===== src/rtl/spi_shift_engine.sv =====
// spi_shift_engine: SPI mode-0 word transceiver on a start/done handshake; define SPI_LSB_FIRST_EN for LSB-first
module spi_shift_engine #(
  parameter int DATA_W  = 8,
  parameter int CLK_DIV = 4
) (
  input  logic              clk,
  input  logic              reset,
  input  logic              start,
  input  logic [DATA_W-1:0] tx_data,
  output logic [DATA_W-1:0] rx_data,
  output logic              busy,
  output logic              done,
  output logic              sclk,
  output logic              mosi,
  input  logic              miso
);
  localparam int DW = (CLK_DIV > 1) ? $clog2(CLK_DIV) : 1;
  localparam int BW = (DATA_W > 1) ? $clog2(DATA_W) : 1;
  localparam logic [DW-1:0] DIV_MAX = DW'(CLK_DIV - 1);
  localparam logic [BW-1:0] BIT_MAX = BW'(DATA_W - 1);

  typedef enum logic [1:0] {IDLE, LOW, HIGH} state_t;

  state_t            state, state_d;
  logic [DW-1:0]     div_cnt, div_d;
  logic [BW-1:0]     bit_cnt, bit_d;
  logic [DATA_W-1:0] tx_sr, tx_d, rx_sr, rx_d, rxo_d;
  logic              busy_d, done_d, sclk_d, mosi_d;
  logic              div_zero, last, first_bit, next_bit;
  logic [DATA_W-1:0] tx_shift, rx_shift;

  assign div_zero = div_cnt == '0;
  assign last     = bit_cnt == BIT_MAX;

  // tx_sr rotates so every stored bit is consumed; wrapped bits never reach mosi within a word
`ifdef SPI_LSB_FIRST_EN
  assign first_bit = tx_data[0];
  assign tx_shift  = {tx_sr[0], tx_sr[DATA_W-1:1]};
  assign next_bit  = tx_sr[1];
  assign rx_shift  = {miso, rx_sr[DATA_W-1:1]};
`else
  assign first_bit = tx_data[DATA_W-1];
  assign tx_shift  = {tx_sr[DATA_W-2:0], tx_sr[DATA_W-1]};
  assign next_bit  = tx_sr[DATA_W-2];
  assign rx_shift  = {rx_sr[DATA_W-2:0], miso};
`endif

  always_ff @(posedge clk or posedge reset) begin
    if (reset) begin
      state   <= IDLE;
      div_cnt <= '0;
      bit_cnt <= '0;
      tx_sr   <= '0;
      rx_sr   <= '0;
      rx_data <= '0;
      busy    <= 1'b0;
      done    <= 1'b0;
      sclk    <= 1'b0;
      mosi    <= 1'b0;
    end else begin
      state   <= state_d;
      div_cnt <= div_d;
      bit_cnt <= bit_d;
      tx_sr   <= tx_d;
      rx_sr   <= rx_d;
      rx_data <= rxo_d;
      busy    <= busy_d;
      done    <= done_d;
      sclk    <= sclk_d;
      mosi    <= mosi_d;
    end
  end

  always_comb begin
    state_d = state;
    case (state)
      IDLE:    state_d = start ? LOW : IDLE;
      LOW:     state_d = div_zero ? HIGH : LOW;
      HIGH:    state_d = div_zero ? (last ? IDLE : LOW) : HIGH;
      default: state_d = IDLE;
    endcase
  end

  always_comb begin
    div_d  = div_cnt;
    bit_d  = bit_cnt;
    tx_d   = tx_sr;
    rx_d   = rx_sr;
    rxo_d  = rx_data;
    busy_d = busy;
    done_d = 1'b0;
    sclk_d = sclk;
    mosi_d = mosi;
    case (state)
      IDLE: if (start) begin
        tx_d   = tx_data;
        mosi_d = first_bit;
        busy_d = 1'b1;
        div_d  = DIV_MAX;
        bit_d  = '0;
      end
      LOW: if (div_zero) begin
        sclk_d = 1'b1;
        rx_d   = rx_shift;
        div_d  = DIV_MAX;
      end else div_d = div_cnt - 1'b1;
      HIGH: if (div_zero) begin
        sclk_d = 1'b0;
        if (last) begin
          done_d = 1'b1;
          busy_d = 1'b0;
          rxo_d  = rx_sr;
          mosi_d = 1'b0;
        end else begin
          bit_d  = bit_cnt + 1'b1;
          tx_d   = tx_shift;
          mosi_d = next_bit;
          div_d  = DIV_MAX;
        end
      end else div_d = div_cnt - 1'b1;
      default: ;
    endcase
  end
endmodule


===== config.mk =====
export PLATFORM = sky130hd
export DESIGN_NAME = spi_shift_engine
export DESIGN_NICKNAME = d
export VERILOG_FILES = /design/src/rtl/spi_shift_engine.sv
export SDC_FILE = /design/constraint.sdc
export NUM_CORES = 1
export LEC_CHECK = 0
export CAP_MARGIN = 30
export CORE_MARGIN = 2
export CORE_UTILIZATION = 35
export DETAILED_ROUTE_END_ITERATION = 10
export HOLD_SLACK_MARGIN = 0.1
export REMOVE_ABC_BUFFERS = 1
export SLEW_MARGIN = 0
export SYNTH_ARGS = -nofsm -noshare
export SYNTH_HDL_FRONTEND = slang
export SYNTH_SLANG_ARGS = --single-unit

===== constraint.sdc =====
create_clock -name clk -period 4 [get_ports clk]
set_clock_uncertainty 0.2 [all_clocks]
set_input_delay 0.8 -clock clk [delete_from_list [all_inputs] [get_ports clk]]
set_output_delay 0.8 -clock clk [all_outputs]
set_load 0.005 [all_outputs]

==> flow_metrics.tcl <==
set metrics [dict create \
    chipHeight_microns 72.3 \
    worst-endpoint-arrival_ps 2580 \
    max_cap_viol_count 0 \
    dp_hpwl_microns 1990 \
    final_max_slew_viol_count 0 \
    boundaryPins 24 \
    die_width_microns 72.3 \
    max_slew.worst_pin.slew_ps 747 \
    ff2ff_path_depth 5 \
    grt_remaining_overflow 0 \
    p_leak_nw 0.935 \
    synth_sequential_area_ratio_pct 53.7 \
    drt_pass1_iterations 4 \
    crit_path_end_kind "register" \
    core.rowCount 24 \
    slew_margin_rel_pct 50.2 \
    total_detailed_routing_wirelength_microns 2660 \
    htree_num_levels 2 \
    critical_path_required_ps 3970 \
    finalSetupTns_ps 0 \
    cts_post_setup_buffers_inserted 0 \
    syn_inst 117 \
    ant_nets 0 \
    timing.hold.worst.class "register to register" \
    synth_enable_flop_cells 0 \
    grtUsageMet1_pct 15.1 \
    kind_of_critical_path "register to register" \
    num_antenna_cells 0 \
    setup-violations-final 0 \
    core_area_sq_um 4410 \
    grt.met3_usage_pct 3.06 \
    worstHoldPathCells 1 \
    netlist.area_leader.share_pct 53.7 \
    route.detailed.drc 0 \
    post_drt_via_cell_ratio 4.91 \
    totalPowerFinal_mw 1.22 \
    rr_endpoint "bit_cnt[0]" \
    status "finished, final reports clean" \
    tritoncts "yes" \
    start_util_pct 37.0 \
    track_usage_pct 11.8 \
    wl_per_cell_microns 13.5 \
    grt_start_max_net_pins 19 \
    count_of_state_elements_after_synthesis 35 \
    syn2layout_area_growth_pct 23.8 \
    fmax_ghz 0.383 \
    regToRegSetupSlack_ps 1390 \
    vdd_ir_drop_max_v 0.000245 \
    clkSinkCount 35 \
    timing.hold.worst_endpoint "rx_data[6]" \
    place_congestion 0.704 \
    syn_area_sq_um 1630 \
    cts_inserted_buffers 5 \
    clock_path_buffers 2 \
    synth_top_area_cell "sky130_fd_sc_hd__dfrtp_1" \
    die_area_sq_um 5220 \
    synth-warning-count 0 \
    clockRootBuffer "sky130_fd_sc_hd__clkbuf_8" \
    wire_length_of_the_first_global_routing_pass_microns 4730 \
    clk-insertion-delay-late_ps 280 \
    synthesis.area_per_instance_sq_um 13.9 \
    synthArstFlopShare_pct 100 \
    netlist-cell-type-count 23 \
    grt.busiest_layer "met2" \
    place.port_buffers 23 \
    clk_transition_reported_paths_ps 70 \
    hold_path.startpoint "rx_data[6]" \
    dr_total_vias 967 \
    cts_resized 0 \
    reg2reg_from "state[0]" \
    report.final.hold_viol_count 0 \
    fin_crit_ps 2610 \
    crit_path_max_fanout 18 \
    final_min_period_over_clock_period_pct 65.3 \
    yosys.cell_count.top_type "sky130_fd_sc_hd__dfrtp_1" \
    final_nets 163 \
    grt_antenna_before_repair 0 \
    grt_setup_unrepaired "no" \
    grt.met2_usage_pct 19.2 \
    power_density_over_the_cells_nw_per_um2 603 \
    post_synth_most_frequent_cells "35 x sky130_fd_sc_hd__dfrtp_1, 27 x sky130_fd_sc_hd__mux2_2, 9 x sky130_fd_sc_hd__nand2_1, 8 x sky130_fd_sc_hd__mux2_4" \
    netlist_top_cells_area "sky130_fd_sc_hd__dfrtp_1 54%, sky130_fd_sc_hd__mux2_2 19%, sky130_fd_sc_hd__mux2_4 7.4%, sky130_fd_sc_hd__ha_1 5.4%, sky130_fd_sc_hd__nand2_1 2.1%" \
    ratio_of_cells_with_drive_above_1_in_the_final_layout_pct 32.4 \
    worst_setup_path_start_kind "register" \
    drt_iter0_drc 29 \
    postCtsHoldBufs 0 \
    via_count_of_the_first_global_routing_pass 1029 \
    synth-main-ff-cell "sky130_fd_sc_hd__dfrtp_1" \
]
==> stage by stage <==
stage / worst slack, ps / area, sq um / hold slack, ps / instances / util (%)
global placement: 1350 / 1900 / 281 / 189 / 43.1
detailed placement: 1310 / 1900 / 289 / 189 / 43.1
CTS: 1320 / 2020 / 312 / 197 / 45.8
global route: 1190 / 2020 / 330 / 197 / 45.8
finish: 1390 / 2020 / 308 / 197 / 45.8
floorplan: 1670 / 1600 / 274 / 113 / -
==> cell families (layout without fill, tap and decap cells) <==
kind of cell / count (synthesis) / after routing / share of synthesized area [%]
mux: 38 / 38 / 27.8
flops: 35 / 35 / 53.7
simple gates: 19 / 19 / 6.13
compound gates: 6 / 6 / 3.22
fa+ha+maj: 7 / 7 / 5.37
buf+inv: 12 / 40 / 3.76
==> layout make-up <==
cell class / instances / area [sq um]
clock inverters: 2 / 35.0
flip-flops and latches: 35 / 876
clock buffers: 6 / 82.6
inverters: 8 / 30.0
multi-input cells: 70 / 694
well taps: 52 / 65.1
fillers: 399 / 2390
repair buffers: 24 / 238
==> where the power goes <==
| group | leakage (nW) | switching [mW] | internal [mW] |
|---|---|---|---|
| logic | 0.441 | 0.150 | 0.226 |
| registers | 0.432 | 0.0628 | 0.459 |
| clock network | 0.0612 | 0.119 | 0.201 |
==> worst max-delay path by stage <==
stage,slack [ps],cells past startpoint,endpoint,from
after global placement,1350,4,bit_cnt[0],start
after detailed placement,1310,4,tx_sr[7],start
after floorplan,1670,5,bit_cnt[0],state[0]
final,1390,5,bit_cnt[0],state[0]
after global routing,1190,5,tx_sr[7],state[0]
after CTS,1320,5,tx_sr[7],state[0]
==> critical path, stage by stage, from the launching register on <==
cell and delay (ps):
sky130_fd_sc_hd__dfrtp_1 410, sky130_fd_sc_hd__inv_1 90, sky130_fd_sc_hd__ha_1 640, sky130_fd_sc_hd__mux2_4 290, sky130_fd_sc_hd__a21boi_4 470, sky130_fd_sc_hd__mux2_2 400
==> placed cells by master (no fill, tap or decap) <==
cell	Yosys	layout
sky130_fd_sc_hd__a21boi_4	1	1
sky130_fd_sc_hd__a21oi_1	2	2
sky130_fd_sc_hd__a22o_1	1	1
sky130_fd_sc_hd__a31oi_1	1	1
sky130_fd_sc_hd__buf_4	0	1
sky130_fd_sc_hd__bufinv_16	0	1
sky130_fd_sc_hd__clkbuf_8	0	6
sky130_fd_sc_hd__clkdlybuf4s50_1	0	23
sky130_fd_sc_hd__clkinv_2	0	1
sky130_fd_sc_hd__dfrtp_1	35	35
sky130_fd_sc_hd__ha_1	7	7
sky130_fd_sc_hd__inv_1	7	7
sky130_fd_sc_hd__inv_2	1	1
sky130_fd_sc_hd__mux2_2	27	27
sky130_fd_sc_hd__mux2_4	8	8
sky130_fd_sc_hd__mux2i_1	3	3
sky130_fd_sc_hd__nand2_1	9	9
sky130_fd_sc_hd__nand2b_1	3	3
sky130_fd_sc_hd__nand3_1	1	1
sky130_fd_sc_hd__nand3_2	1	1
sky130_fd_sc_hd__nand3b_1	1	1
sky130_fd_sc_hd__nor2b_1	2	2
sky130_fd_sc_hd__nor3_1	1	1
sky130_fd_sc_hd__nor3b_1	1	1
sky130_fd_sc_hd__o2bb2ai_1	1	1
==> per-layer routing <==
metal  vias up  share of wire [%]  routed length (microns)
li1        453                  -                        -
met1       495                 43                     1150
met2        15                 52                     1380
met3         4                3.6                       95
met4         0                1.4                       36
met5         -                  0                        0
==> registers in the layout, indices dropped and copies added, names as in the netlist <==
signal,count
rx_data,8
mosi,1
bit_cnt,3
state,2
rx_sr,8
sclk,1
done,1
tx_sr,8
busy,1
div_cnt,2
No activity file was read; power rests on OpenSTA's default activity.
==> variant 1 (config.mk and constraints unchanged) <==
Make the reset (`reset`) synchronous in one clocked block.
--- a/src/rtl/spi_shift_engine.sv
+++ b/src/rtl/spi_shift_engine.sv
@@ -45,7 +45,7 @@
   assign rx_shift  = {rx_sr[DATA_W-2:0], miso};
 `endif
 
-  always_ff @(posedge clk or posedge reset) begin
+  always_ff @(posedge clk) begin
     if (reset) begin
       state   <= IDLE;
       div_cnt <= '0;
Function: differs if reset is asserted again (counterexample within 4 cycles, from zero or initial values and one cycle with reset high); with reset held inactive, the same outputs for 10 cycles.
==> variant 1 against the original RTL <==
Worst hold slack worse by 53 ps. Sequential cell count unchanged. Via count up 29%. Area after synthesis down 3.1%. Wire length up 8.6%. Worst setup slack better by 320 ps. Final area down 5.5%. Sequential share of layout area down 6.6 points. Synthesized cell count up 52%. Count of clock-buffer cells in the layout down 1. Die area down 3.0%. Critical path type unchanged. Critical endpoint is now tx_sr[2]. Largest cell class is now multi-input combinational cells. Highest routed layer unchanged.
Power is not compared: it rests on default switching activity, and its combinational part moved more than twofold at a synthesized area within 25%.
==> variant 1: results (changes against the original RTL) <==
metric;value;unit;change
regToRegEndpoint;tx_sr[2];;was bit_cnt[0]
yosysSeqAreaShare;44.3;%;was 53.7%
drt-initial-drc-count;74;;was 29
wl_met1;1.41;mm;was 1.15 mm
min_path_cells;2;;was 1
area_share_clock_buf_inv;4.65;%;was 5.82%
final_net_count;218;;was 163
synthAdderAreaFrac;6.33;%;was 5.37%
synth-async-reset-ratio;0;%;was 100%
clk_path_buf_depth;2;;unchanged
grt_pass1_wl;5.10;mm;was 4.73 mm
wl;2.89;mm;was 2.66 mm
rows;24;;unchanged
n_fill_cell;454;;was 399
buffer_area_share;12.5;%;was 11.8%
area_growth_syn_to_layout;20.8;%;was 23.8%
dr_wl_met3;133;um;was 95 um
grt_use_met3;3.56;%;was 3.06%
gp_congestion;0.695;;was 0.704
synth.area.mux_share;11.7;%;was 27.8%
synth_ff_type;dfxtp_1;;was dfrtp_1
ys_top_cells_by_count;nand2_1, dfxtp_1, a21oi_1;;was dfrtp_1, mux2_2, nand2_1
avgSynthCellArea;8.88;um^2;was 13.9 um^2
dp_hpwl;1.90;mm;was 1.99 mm
grt_start_max_net_pins;27;;was 19
clkbuf_count;5;;was 6
wl_met2;1.30;mm;was 1.38 mm
cts_setup_buffers;0;;unchanged
synthTopCellsByArea;dfxtp_1, nand2_1, ha_1;;was dfrtp_1, mux2_2, mux2_4
grt_pass1_vias;1138;;was 1029
drive_gt1_share;11.1;%;was 32.4%
worst_pin_slew;661;ps;was 747 ps
synth.distinct_cells;34;;was 23
multi_input_area_share;41.4;%;was 34.4%
seqCellArea;701;um^2;was 876 um^2
place_ws;1540;ps;was 1310 ps
dp_cells;243;;was 189
rrSetupSlack;1710;ps;was 1390 ps
min-delay-start;rx_data[3];;was rx_data[6]
critPathMaxFanout;16;;was 18
hold_slack;255;ps;was 308 ps
seq_cells;35;;unchanged
gr-usage-met2;20.7;%;was 19.2%
vias;1245;;was 967
status;finished, final reports clean;;unchanged
worstPathArrival;2310;ps;was 2580 ps
use_met1;15.6;%;was 15.1%
worstRegToRegCells;5;;unchanged
grt.total_usage;12.8;%;was 11.8%
fin_cells;251;;was 197
synth_compound_area_share;12.5;%;was 3.22%
multi_input_cells;125;;was 70
postPlaceCellArea;1820;um^2;was 1900 um^2
r2r-start;state[0];;unchanged
cts_buffers;5;;unchanged
## variant 1: critical path, stage by stage, from the launching register on
cell     delay, ps
dfxtp_1        340
inv_1           90
ha_1           540
inv_1          200
o21ai_2        590
mux2i_1        250
## variant 1: worst max-delay path by stage
stage | from | end | slack [ps] | cells after the start
after CTS | state[0] | tx_sr[2] | 1670 | 5
after floorplan | state[0] | tx_sr[0] | 2080 | 5
after detailed placement | reset | bit_cnt[2] | 1540 | 3
after global placement | reset | bit_cnt[2] | 1540 | 3
after global routing | state[0] | tx_sr[2] | 1480 | 5
final | state[0] | tx_sr[2] | 1710 | 5
## variant 1: report_power, final
| part | internal (mW) | switching [mW] |
|---|---|---|
| Sequential | 0.367 | 0.0103 |
| Combinational | 0.0571 | 0.0603 |
| Clock | 0.121 | 0.134 |
## variant 1: cells by family (layout without fill, tap and decap cells)
group,Yosys count,after routing
compound gates,32,32
fa+ha+maj,8,8
buf+inv,18,39
flops,35,35
mux,17,17
simple gates,68,68
==> variant 2 (config.mk and constraints unchanged) <==
Without the edit above. `DATA_W`: 8 -> 32.
--- a/src/rtl/spi_shift_engine.sv
+++ b/src/rtl/spi_shift_engine.sv
@@ -1,6 +1,6 @@
 // spi_shift_engine: SPI mode-0 word transceiver on a start/done handshake; define SPI_LSB_FIRST_EN for LSB-first
 module spi_shift_engine #(
-  parameter int DATA_W  = 8,
+  parameter int DATA_W  = 32,
   parameter int CLK_DIV = 4
 ) (
   input  logic              clk,
Interface: changed (resized rx_data and tx_data); port bits go from 24 to 72. No check against the original RTL was run, so the function may have changed too.
==> variant 2 against the original RTL <==
Critical path depth up 2. Sequential cell count up 74. Final area rose to 3.0 times the old value. Worst setup slack worse by 77 ps. Core utilization decreased by 1.0 points. Wire length grew to 3.2 times the old value. Combinational power grew 130%. Total power increased to 2.6 times the old value. Area after synthesis grew to 3.0 times the old value. Largest power group unchanged.
==> variant 2: results (changes against the original RTL) <==
metric;value;unit;change
worstPathArrival;2730;ps;was 2580 ps
place_ws;1080;ps;was 1310 ps
peakVddDrop;276;uV;was 245 uV
critPathMaxFanout;37;;was 18
dp_hpwl;5.44;mm;was 1.99 mm
use_met1;16.1;%;was 15.1%
gp_congestion;0.701;;was 0.704
dp_cells;552;;was 189
insertion_delay;350;ps;was 280 ps
cts_buffers;9;;was 5
regToRegEndpoint;tx_sr[26];;was bit_cnt[0]
grt_start_max_net_pins;66;;was 19
synth.distinct_cells;29;;was 23
htreeDepth;3;;was 2
max_slew_margin;58.0;%;was 50.2%
drt-initial-drc-count;129;;was 29
postPlaceCellArea;5680;um^2;was 1900 um^2
status;finished, final reports clean;;unchanged
slowest_delay;500;ps;was 640 ps
r2r-start;bit_cnt[0];;was state[0]
leakagePower;2.75;nW;was 0.935 nW
grt_use_met3;4.04;%;was 3.06%
critical-path-top-delay-family;buffers and inverters;;was multiplexers
viasPerCell;4.70;;was 4.91
portBuffers;71;;was 23
internal_power;2.33;mW;was 886 uW
gr-usage-met2;19.1;%;was 19.2%
reg_top3;rx_data: 32 flops, rx_sr: 32 flops, tx_sr: 32 flops;;was rx_data: 8 flops, rx_sr: 8 flops, tx_sr: 8 flops
syn_inst;316;;was 117
yosysSeqAreaShare;56.6;%;was 53.7%
maxUsedRoutingLayer;met4;;unchanged
grt.total_usage;12.4;%;was 11.8%
final_net_count;430;;was 163
rrSetupSlack;1310;ps;was 1390 ps
drive_gt1_share;39.8;%;was 32.4%
vias;2671;;was 967
ys_top_cells_by_count;dfrtp_1, mux2_2, mux2_4;;was dfrtp_1, mux2_2, nand2_1
min_to;tx_sr[24];;was rx_data[6]
min-delay-start;tx_sr[24];;was rx_data[6]
root_buffer;clkbuf_16;;was clkbuf_8
wl;8.59;mm;was 2.66 mm
dr_wl_met3;313;um;was 95 um
synthTopCellsByArea;dfrtp_1, mux2_2, mux2_4;;unchanged
[variant 2: layout make-up]
cell class / instances / area (um^2)
clock buffer: 10 / 239
fill: 1234 / 7370
sequential: 109 / 2730
tap: 176 / 220
clock inverter: 6 / 52.6
timing repair buffer: 76 / 761
multi-input combinational: 180 / 1930
inverter: 11 / 43.8
[variant 2: cell families (layout without fill, tap and decap cells)]
group / Yosys count / after routing / synth area share (%)
buffers and inverters: 27 / 103 / 3.45
AND/OR/NAND/NOR: 24 / 24 / 2.80
flip-flops: 109 / 109 / 56.6
AO/OA/AOI/OAI: 15 / 15 / 2.00
adder cells (fa/ha/maj): 7 / 7 / 1.82
multiplexers: 134 / 134 / 33.3
[variant 2: power by group through the flow]
| stage | clock network [mW] | registers (mW) | logic, mW |
|---|---|---|---|
| after global placement | 0 | 1.48 | 0.838 |
| after floorplan | 0 | 1.44 | 0.716 |
| after CTS | 0.920 | 1.47 | 0.872 |
| final | 0.880 | 1.47 | 0.860 |
| after global routing | 0.959 | 1.50 | 0.934 |
| after detailed placement | 0 | 1.49 | 0.871 |
[variant 2: how the worst max path moves through the flow]
stage               start    endpoint  slack (ps)  depth (start not counted)
2_1_floorplan       reset  bit_cnt[0]         130                          1
3_3_place_gp        start   tx_sr[26]        1100                          5
3_5_place_dp        start   tx_sr[26]        1080                          5
4_1_cts        bit_cnt[0]   tx_sr[26]        1310                          7
5_1_grt        bit_cnt[0]   tx_sr[27]        1160                          7
6_report       bit_cnt[0]   tx_sr[26]        1310                          7
[variant 2: metrics by stage]
step | hold slack [ps] | utilization [%]
after floorplan | 275 | -
after global placement | 286 | 42.6
after detailed placement | 289 | 42.6
after CTS | 308 | 44.8
after global routing | 324 | 44.8
final | 304 | 44.8
